File: config.mk
export PLATFORM = sky130hd
export DESIGN_NAME = k_and_s_control_unit_flat
export DESIGN_NICKNAME = d
export VERILOG_FILES = /design/src/rtl/k_and_s_pkg.sv /design/src/rtl/k_and_s_control_unit_if.sv /design/src/rtl/k_and_s_control_unit.sv /design/src/flat_wrapper.sv
export SDC_FILE = /design/constraint.sdc
export NUM_CORES = 1
export LEC_CHECK = 0
export ABC_AREA = 1
export ABC_CLOCK_PERIOD_IN_PS = 2000
export CAP_MARGIN = 25
export CORE_MARGIN = 2
export CORE_UTILIZATION = 25
export DETAILED_ROUTE_END_ITERATION = 12
export REMOVE_ABC_BUFFERS = 1
export SLEW_MARGIN = 20
export SYNTH_ARGS = -nofsm -noshare
export SYNTH_HDL_FRONTEND = slang
export SYNTH_SLANG_ARGS = --single-unit
File: constraint.sdc
create_clock -name clk -period 2 [get_ports clk]
set_clock_uncertainty 0.15 [all_clocks]
set_input_delay 0.4 -clock clk [delete_from_list [all_inputs] [get_ports clk]]
set_output_delay 0.4 -clock clk [all_outputs]
set_load 0.005 [all_outputs]
File: src/rtl/k_and_s_pkg.sv
// Shared encodings for the K&S 16-bit processor: instruction classes,
// control-unit states, ALU operation codes and small decode helpers.
package k_and_s_pkg;

    typedef enum logic [3:0] {
        I_NOP    = 4'd0,
        I_LOAD   = 4'd1,
        I_STORE  = 4'd2,
        I_MOVE   = 4'd3,
        I_ADD    = 4'd4,
        I_SUB    = 4'd5,
        I_AND    = 4'd6,
        I_OR     = 4'd7,
        I_BRANCH = 4'd8,
        I_BZERO  = 4'd9,
        I_BNZERO = 4'd10,
        I_BNEG   = 4'd11,
        I_BNNEG  = 4'd12,
        I_HALT   = 4'd13
    } decoded_instruction_type;

    typedef enum logic [3:0] {
        INIT    = 4'd0,
        FETCH   = 4'd1,
        DECODE  = 4'd2,
        LOAD_1  = 4'd3,
        LOAD_2  = 4'd4,
        STORE_1 = 4'd5,
        STORE_2 = 4'd6,
        MOVE    = 4'd7,
        ALU     = 4'd8,
        BRANCH  = 4'd9,
        HALT    = 4'd10
    } ctrl_state_type;

    localparam logic [1:0] OP_OR  = 2'b00;
    localparam logic [1:0] OP_ADD = 2'b01;
    localparam logic [1:0] OP_SUB = 2'b10;
    localparam logic [1:0] OP_AND = 2'b11;

    function automatic logic [1:0] alu_operation(input decoded_instruction_type instr);
        logic [1:0] op;
        case (instr)
            I_ADD:   op = OP_ADD;
            I_SUB:   op = OP_SUB;
            I_AND:   op = OP_AND;
            default: op = OP_OR;
        endcase
        return op;
    endfunction

    function automatic logic branch_taken(input decoded_instruction_type instr,
                                          input logic zero, input logic neg);
        logic taken;
        case (instr)
            I_BRANCH: taken = 1'b1;
            I_BZERO:  taken = zero;
            I_BNZERO: taken = ~zero;
            I_BNEG:   taken = neg;
            I_BNNEG:  taken = ~neg;
            default:  taken = 1'b0;
        endcase
        return taken;
    endfunction

endpackage

File: src/rtl/k_and_s_control_unit_if.sv
// Control/status bundle between the K&S control unit (master) and data path (slave).
interface k_and_s_control_unit_if;

    k_and_s_pkg::decoded_instruction_type decoded_instruction;
    logic       zero_op;
    logic       neg_op;
    logic       unsigned_overflow;
    logic       signed_overflow;
    logic       branch;
    logic       pc_enable;
    logic       ir_enable;
    logic       addr_sel;
    logic       c_sel;
    logic [1:0] operation;
    logic       write_reg_enable;
    logic       flags_reg_enable;
    logic       ram_write_enable;
    logic       halt;

    modport master (
        input  decoded_instruction, zero_op, neg_op, unsigned_overflow, signed_overflow,
        output branch, pc_enable, ir_enable, addr_sel, c_sel, operation,
               write_reg_enable, flags_reg_enable, ram_write_enable, halt
    );

    modport slave (
        output decoded_instruction, zero_op, neg_op, unsigned_overflow, signed_overflow,
        input  branch, pc_enable, ir_enable, addr_sel, c_sel, operation,
               write_reg_enable, flags_reg_enable, ram_write_enable, halt
    );

endinterface

File: src/rtl/k_and_s_control_unit.sv
// Control FSM for the K&S processor: sequences fetch, decode and execute and
// drives every data-path strobe from the current state.
module k_and_s_control_unit
    import k_and_s_pkg::*;
(
    input  logic                    clk,
    input  logic                    rst_n,
    k_and_s_control_unit_if.master  bus
);

    ctrl_state_type state, state_next;

    // Overflow flags travel with the bundle for the top level but never steer control.
    logic unused_overflow;
    assign unused_overflow = bus.unsigned_overflow ^ bus.signed_overflow;

    always_ff @(posedge clk or negedge rst_n) begin
        if (!rst_n) state <= INIT;
        else        state <= state_next;
    end

    always_comb begin
        state_next = state;
        case (state)
            INIT:    state_next = FETCH;
            FETCH:   state_next = DECODE;
            DECODE: begin
                case (bus.decoded_instruction)
                    I_LOAD:   state_next = LOAD_1;
                    I_STORE:  state_next = STORE_1;
                    I_MOVE:   state_next = MOVE;
                    I_ADD, I_SUB, I_AND, I_OR:
                              state_next = ALU;
                    I_BRANCH, I_BZERO, I_BNZERO, I_BNEG, I_BNNEG:
                              state_next = BRANCH;
                    I_HALT:   state_next = HALT;
                    default:  state_next = FETCH;
                endcase
            end
            LOAD_1:  state_next = LOAD_2;
            LOAD_2:  state_next = FETCH;
            STORE_1: state_next = STORE_2;
            STORE_2: state_next = FETCH;
            MOVE, ALU, BRANCH:
                     state_next = FETCH;
            HALT:    state_next = HALT;
            default: state_next = INIT;
        endcase
    end

    always_comb begin
        bus.branch           = 1'b0;
        bus.pc_enable        = 1'b0;
        bus.ir_enable        = 1'b0;
        bus.addr_sel         = 1'b0;
        bus.c_sel            = 1'b0;
        bus.operation        = OP_OR;
        bus.write_reg_enable = 1'b0;
        bus.flags_reg_enable = 1'b0;
        bus.ram_write_enable = 1'b0;
        bus.halt             = 1'b0;
        case (state)
            FETCH: begin
                bus.addr_sel  = 1'b1;
                bus.ir_enable = 1'b1;
            end
            DECODE:  bus.pc_enable = 1'b1;
            LOAD_2: begin
                bus.c_sel            = 1'b1;
                bus.write_reg_enable = 1'b1;
            end
            STORE_2: bus.ram_write_enable = 1'b1;
            MOVE:    bus.write_reg_enable = 1'b1;
            ALU: begin
                bus.operation        = alu_operation(bus.decoded_instruction);
                bus.write_reg_enable = 1'b1;
                bus.flags_reg_enable = 1'b1;
            end
            // A not-taken branch leaves the PC+1 value loaded during DECODE.
            BRANCH: begin
                if (branch_taken(bus.decoded_instruction, bus.zero_op, bus.neg_op)) begin
                    bus.branch    = 1'b1;
                    bus.pc_enable = 1'b1;
                end
            end
            HALT:    bus.halt = 1'b1;
            default: ;
        endcase
    end

endmodule

File: src/flat_wrapper.sv
// flat-port wrapper written by rule: the top's interface ports become plain ports
module k_and_s_control_unit_flat import k_and_s_pkg::*;
  (clk, rst_n, bus_decoded_instruction, bus_zero_op, bus_neg_op, bus_unsigned_overflow, bus_signed_overflow, bus_branch, bus_pc_enable, bus_ir_enable, bus_addr_sel, bus_c_sel, bus_operation, bus_write_reg_enable, bus_flags_reg_enable, bus_ram_write_enable, bus_halt);
  k_and_s_control_unit_if bus_i ();
  input  logic clk;
  input  logic rst_n;
  input wire logic [$bits(bus_i.decoded_instruction)-1:0] bus_decoded_instruction;
  input wire logic [$bits(bus_i.zero_op)-1:0] bus_zero_op;
  input wire logic [$bits(bus_i.neg_op)-1:0] bus_neg_op;
  input wire logic [$bits(bus_i.unsigned_overflow)-1:0] bus_unsigned_overflow;
  input wire logic [$bits(bus_i.signed_overflow)-1:0] bus_signed_overflow;
  output wire logic [$bits(bus_i.branch)-1:0] bus_branch;
  output wire logic [$bits(bus_i.pc_enable)-1:0] bus_pc_enable;
  output wire logic [$bits(bus_i.ir_enable)-1:0] bus_ir_enable;
  output wire logic [$bits(bus_i.addr_sel)-1:0] bus_addr_sel;
  output wire logic [$bits(bus_i.c_sel)-1:0] bus_c_sel;
  output wire logic [$bits(bus_i.operation)-1:0] bus_operation;
  output wire logic [$bits(bus_i.write_reg_enable)-1:0] bus_write_reg_enable;
  output wire logic [$bits(bus_i.flags_reg_enable)-1:0] bus_flags_reg_enable;
  output wire logic [$bits(bus_i.ram_write_enable)-1:0] bus_ram_write_enable;
  output wire logic [$bits(bus_i.halt)-1:0] bus_halt;
  assign bus_i.decoded_instruction = bus_decoded_instruction;
  assign bus_i.zero_op = bus_zero_op;
  assign bus_i.neg_op = bus_neg_op;
  assign bus_i.unsigned_overflow = bus_unsigned_overflow;
  assign bus_i.signed_overflow = bus_signed_overflow;
  assign bus_branch = bus_i.branch;
  assign bus_pc_enable = bus_i.pc_enable;
  assign bus_ir_enable = bus_i.ir_enable;
  assign bus_addr_sel = bus_i.addr_sel;
  assign bus_c_sel = bus_i.c_sel;
  assign bus_operation = bus_i.operation;
  assign bus_write_reg_enable = bus_i.write_reg_enable;
  assign bus_flags_reg_enable = bus_i.flags_reg_enable;
  assign bus_ram_write_enable = bus_i.ram_write_enable;
  assign bus_halt = bus_i.halt;
  k_and_s_control_unit u_core (.clk(clk), .rst_n(rst_n), .bus(bus_i));
endmodule
* After elaboration in Yosys (flattened, before gate mapping)
Memory sizes are Yosys's and may differ from the RTL's.
Index checks and enable logic that the tools add are counted.
** Storage, ports and cells
- Bits in registers :: 4
- Bits in read-only memories :: 64
- Bits of input ports :: 10
- Output and inout port bits :: 11
- Logic and storage cells :: 39
- Memories :: 1
** Cells by class
- Equality and inequality tests :: 18
- Multiplexer cells :: 14
- Bitwise gates (word level) :: 2
- Reduce and logical (&&, ||, !) cells :: 3
** Memory list
- (name not given) :: words 16, width 4, rd ports 1, clocked after memory_dff 0, wr ports 0, RTL line k_and_s_control_unit.sv:28 : case (bus.decoded_instruction)
** Operator list (number)
- 4-bit equality test, second input constant :: 8
- 4-bit by 3-bit equality test with 1-bit output, second input constant :: 7
- 4-bit one-hot mux with 6 select lines :: 1
- 1-bit two-way mux :: 9
- 4-bit by 2-bit equality test with 1-bit output, second input constant :: 2
- 2-bit one-hot mux with 3 select lines :: 1
- 6-bit OR reduction :: 1
- 1-bit one-hot mux with 5 select lines :: 1
- 4-bit by 1-bit equality test with 1-bit output, second input constant :: 1
- 4-bit logical NOT :: 1
- 3-bit OR reduction :: 1
- 2-bit two-way mux :: 1
- 1-bit NOT :: 2
- 1-bit one-hot mux with 2 select lines :: 1

* Longest topological paths before layout
Gate-level depths: netlist of run 1.
- Depth after elaboration :: 5
- Mapped depth :: 6
- Depth with buffers taken out :: 6

* Worst setup path after synthesis of run 1
Ideal clock, no wire load.
- Path kind :: flip-flop to output port
- From :: register u_core.state[2]
- To :: output port bus_pc_enable
- Arrival :: 0.847 ns
- Required time :: 1.450 ns
- Setup slack :: 0.603 ns
- Stages on the path, launching flop included :: 6
- Path buffers :: 0
- Path through :: dfrtp_1 inv_1 nand2_1 nor2_1 nand3_1 nand2_1
** On the way
- Longest elaborated chain between the ends :: 2
- Elaborated cells between the ends (all ways) :: 3
- Those cells by class :: eq/ne (2); mux (1)
** Ends and longest elaborated chain
- start: declaration :: RTL line k_and_s_control_unit.sv:11 : ctrl_state_type state, state_next;
- start signal: assignment :: RTL line k_and_s_control_unit.sv:19 : else state <= state_next;
- 4-bit equality test or 4-bit by 2-bit equality test with 1-bit output (tied branches) :: RTL line k_and_s_control_unit.sv:62 : case (state)
- 1-bit one-hot mux with 2 select lines (*) :: RTL line k_and_s_control_unit.sv:62
- end: declaration :: RTL line flat_wrapper.sv:13 : output wire logic [$bits(bus_i.pc_enable)-1:0] bus_pc_enable;
Every way passes the cells marked *; elsewhere a longest branch is shown, timed or not.

* Worst setup path in the final report of run 1
- From :: input port bus_zero_op
- To :: output port bus_branch
** On the way
- Longest elaborated chain between the ends :: 5
** Ends and longest elaborated chain
- start: declaration :: RTL line flat_wrapper.sv:8 : input wire logic [$bits(bus_i.zero_op)-1:0] bus_zero_op;
- 1-bit NOT :: RTL line k_and_s_pkg.sv:58 : I_BNZERO: taken = ~zero;
- 1-bit one-hot mux with 5 select lines (*) :: RTL line k_and_s_pkg.sv:55 : case (instr)
- 1-bit two-way mux (*) :: RTL line k_and_s_control_unit.sv:62
- 1-bit two-way mux (*) :: RTL line k_and_s_control_unit.sv:81 : if (branch_taken(bus.decoded_instruction, bus.zero_op, bus.neg_op)) begin
- 1-bit two-way mux (*) :: RTL line k_and_s_control_unit.sv:62
- end: declaration :: RTL line flat_wrapper.sv:12 : output wire logic [$bits(bus_i.branch)-1:0] bus_branch;
Every way passes the cells marked *; elsewhere a longest branch is shown, timed or not. The select of a mux whose other input is x is not followed.

==> impl_metrics.py, run 1 <==
metrics = {
    "clock_tree": {
        "clockBufferDepth": 2,
        "numCtsBuffers": 3,
        "clkLatencyLatePin_ps": 240,
        "cts_root_buffer": "clkbuf_4",
        "clk_pin_slew_ps": 40,
        "cts_sinks": 4,
        "cts_tree": "yes",
        "htree_num_levels": 1,
    },
    "synth": {
        "ys_types": 15,
        "seq_area_frac_synth_pct": 23.8,
        "synth.area.mux_share_pct": 0,
        "netlist_top_cells_area": "dfrtp_1 (24%), nand2_1 (21%), nor2_1 (17%), inv_1 (11%), nand3_1 (6.0%)",
        "synth_top_area_share_pct": 23.8,
        "synth_top_family_by_area": "simple AND/OR/NAND/NOR gates",
        "synth_warnings": 0,
        "synth-compound-area-share_pct": 4.76,
        "ys_ff_latch": 4,
        "yosys.area_share.simple_pct": 57.1,
        "syn_inst": 78,
        "avgSynthCellArea_sq_um": 5.39,
        "synth_top_area_cell": "dfrtp_1",
        "syn-cell-area_sq_um": 420,
        "synth-xor-area-share_pct": 0,
        "synthAdderAreaFrac_pct": 0,
    },
    "die": {
        "io_pins": 21,
        "initial_utilization_pct": 27.3,
        "dieWidth_um": 45.0,
        "dieArea_sq_um": 2030,
        "dieHeight_um": 45.0,
        "floorplan.rows": 14,
        "core_sq_um": 1540,
    },
    "timing": {
        "hold_viol": 0,
        "rsz0062_at_grt": "false",
        "setup_tns_ps": 0,
        "max_freq_mhz": 523,
        "finalSetupViolations": 0,
        "relSlewSlack_pct": 88.4,
        "fin_crit_sh_pct": 95.7,
        "worst_pin_slew_ps": 174,
        "holdWs_ps": 206,
        "final.min_clock_period_ps": 1910,
        "drv_slew": 0,
    },
    "status": {
        "outcome": "complete, no violations",
    },
    "setup_path": {
        "crit_fanout": 2,
        "worstSetupPathType": "input pin to output port",
        "crit_start": "bus_zero_op",
        "r2r_end": "u_core.state[2]",
        "endpoint": "bus_branch",
        "reg2reg_depth": 6,
        "r2r_slack_ps": 770,
        "cp.arrival_ps": 1360,
        "crit_required_ps": 1450,
        "end_kind": "output port",
        "startpoint_type": "input pin",
        "r2r_start": "u_core.state[0]",
    },
    "layout": {
        "largest_register": "u_core.state",
        "areaGrowthSynthToFinish_pct": 79.2,
        "diodes": 0,
        "fin_util_pct": 48.9,
        "reg_top3": "u_core.state x4",
        "nNetsFinal": 124,
        "drive_above_1_share_pct": 36.6,
        "largest_register_ffs": 4,
        "fin_cells": 128,
        "n_fill_cell": 177,
    },
    "global_route": {
        "grt_antenna_before_repair": 0,
        "grt_max_degree": 6,
        "grt_usage_pct": 15.1,
        "grt_overflow": 0,
        "grt_first_pass_wirelength_mm": 2.07,
        "grt_pass1_vias": 512,
    },
    "pwr": {
        "ir_drop_mv": 0.588,
        "power_leakage_nw": 0.468,
        "finalPower_mw": 0.759,
        "power_density_nw_per_um2": 1010,
    },
    "route": {
        "wire_per_inst_um": 10.2,
        "ant_nets": 0,
        "avgViaCountPerCell": 4.48,
        "drc_errors": 0,
        "first_iter_violations": 7,
        "drt-pass1-iter-count": 4,
        "vias": 573,
        "routed_wl_mm": 1.30,
    },
    "flow_run": {
        "drv_cap": 0,
    },
    "placement": {
        "gp_congestion": 0.813,
        "port_buffers": 18,
        "detailed_place_hpwl_um": 949,
        "place_inst": 121,
    },
    "worst_hold_path": {
        "min_path_type": "input pin to asynchronous set/reset pin",
    },
}
how the worst min path moves through the flow:
| stage | startpoint | endpoint | slack [ps] | cells past startpoint |
|---|---|---|---|---|
| floorplan | rst_n | u_core.state[0] | -50 | 0 |
| global placement | rst_n | u_core.state[0] | 460 | 1 |
| detailed placement | rst_n | u_core.state[0] | 460 | 1 |
| CTS | rst_n | u_core.state[0] | 200 | 1 |
| global route | rst_n | u_core.state[2] | 210 | 1 |
| finish | rst_n | u_core.state[2] | 210 | 1 |
final cells by class:
| cell class | count | area (sq um) | area share [%] |
|---|---|---|---|
| Multi-Input combinational cell | 59 | 288 | 38.2 |
| Timing Repair Buffer | 32 | 267 | 35.4 |
| Clock buffer | 3 | 22.5 | 2.99 |
| Inverter | 14 | 52.6 | 6.98 |
| Sequential cell | 4 | 104 | 13.8 |
| Tap cell | 16 | 20.0 | 2.66 |
cells by family (layout without fill, tap and decap cells):
family	Yosys count	in the layout
DFF	4	4
AOI/OAI and AO/OA	4	4
buffers and inverters	15	49
and+or+nand+nor	55	55
power by group:
| group | total (mW) | switching (mW) | internal [mW] |
|---|---|---|---|
| combinational | 0.481 | 0.251 | 0.230 |
| clock | 0.103 | 0.0357 | 0.0673 |
| sequential | 0.175 | 0.0541 | 0.121 |
placed cells by master (no fill, tap or decap), types with 2 or more instances in the layout:
| cell | n |
|---|---|
| nand2_2 | 3 |
| clkdlybuf4s50_1 | 2 |
| nand2_1 | 23 |
| buf_4 | 14 |
| nor2_2 | 7 |
| nor2_4 | 2 |
| nor2_1 | 12 |
| o21ai_1 | 2 |
| dfrtp_2 | 3 |
| nand3_1 | 4 |
| inv_1 | 9 |
| inv_2 | 5 |
| clkbuf_4 | 3 |
| dlygate4sd2_1 | 11 |
| o21ai_0 | 2 |
| dlymetal6s2s_1 | 2 |
what timing repair did:
| action | 4_1_cts | 5_1_grt |
|---|---|---|
| resized for setup | 27 | 11 |
| pin swaps | 3 | 2 |
| hold buffers | 0 | 0 |
| setup endpoints to repair | 11 | 4 |
| buffers inserted | 3 | 1 |
per-layer routing:
metal	vias up	track usage (%)	routed length, um
met4	0	10.6	49
met5	-	0	0
met3	7	6.00	45
li1	308	-	-
met1	247	17.7	568
met2	11	22.3	639
synth_stat cells:
master and instances:
nand2_1 23, nor2_1 19, inv_1 12, nand3_1 5
dfrtp_1 4, nand2_2 3, o21ai_0 3, inv_2 2
buf_4 1, nand4_1 1, nor2_2 1, nor2_4 1
nor3_1 1, nor3_2 1, o21ai_1 1
through the flow:
step	cell area [sq um]	worst slack (ps)
after floorplan	413	603
final	753	86.2
after global placement	688	-373
after global routing	753	6.73
after CTS	727	0.378
after detailed placement	688	-383
worst max-delay path: stages:
cell             delay, ps
clkdlybuf4s50_1        470
nand2_1                 50
o21ai_1                 70
nand2_1                 70
nand3_2                 60
inv_1                   40
clkdlybuf4s15_1        190
No activity file was read; power rests on OpenSTA's default activity.
==> run 2: changes to the inputs <==
CAP_MARGIN = unset   (was 25)
==> results of run 2 <==
Same layout as run 1: the final DEF is identical, and so are final timing and power.
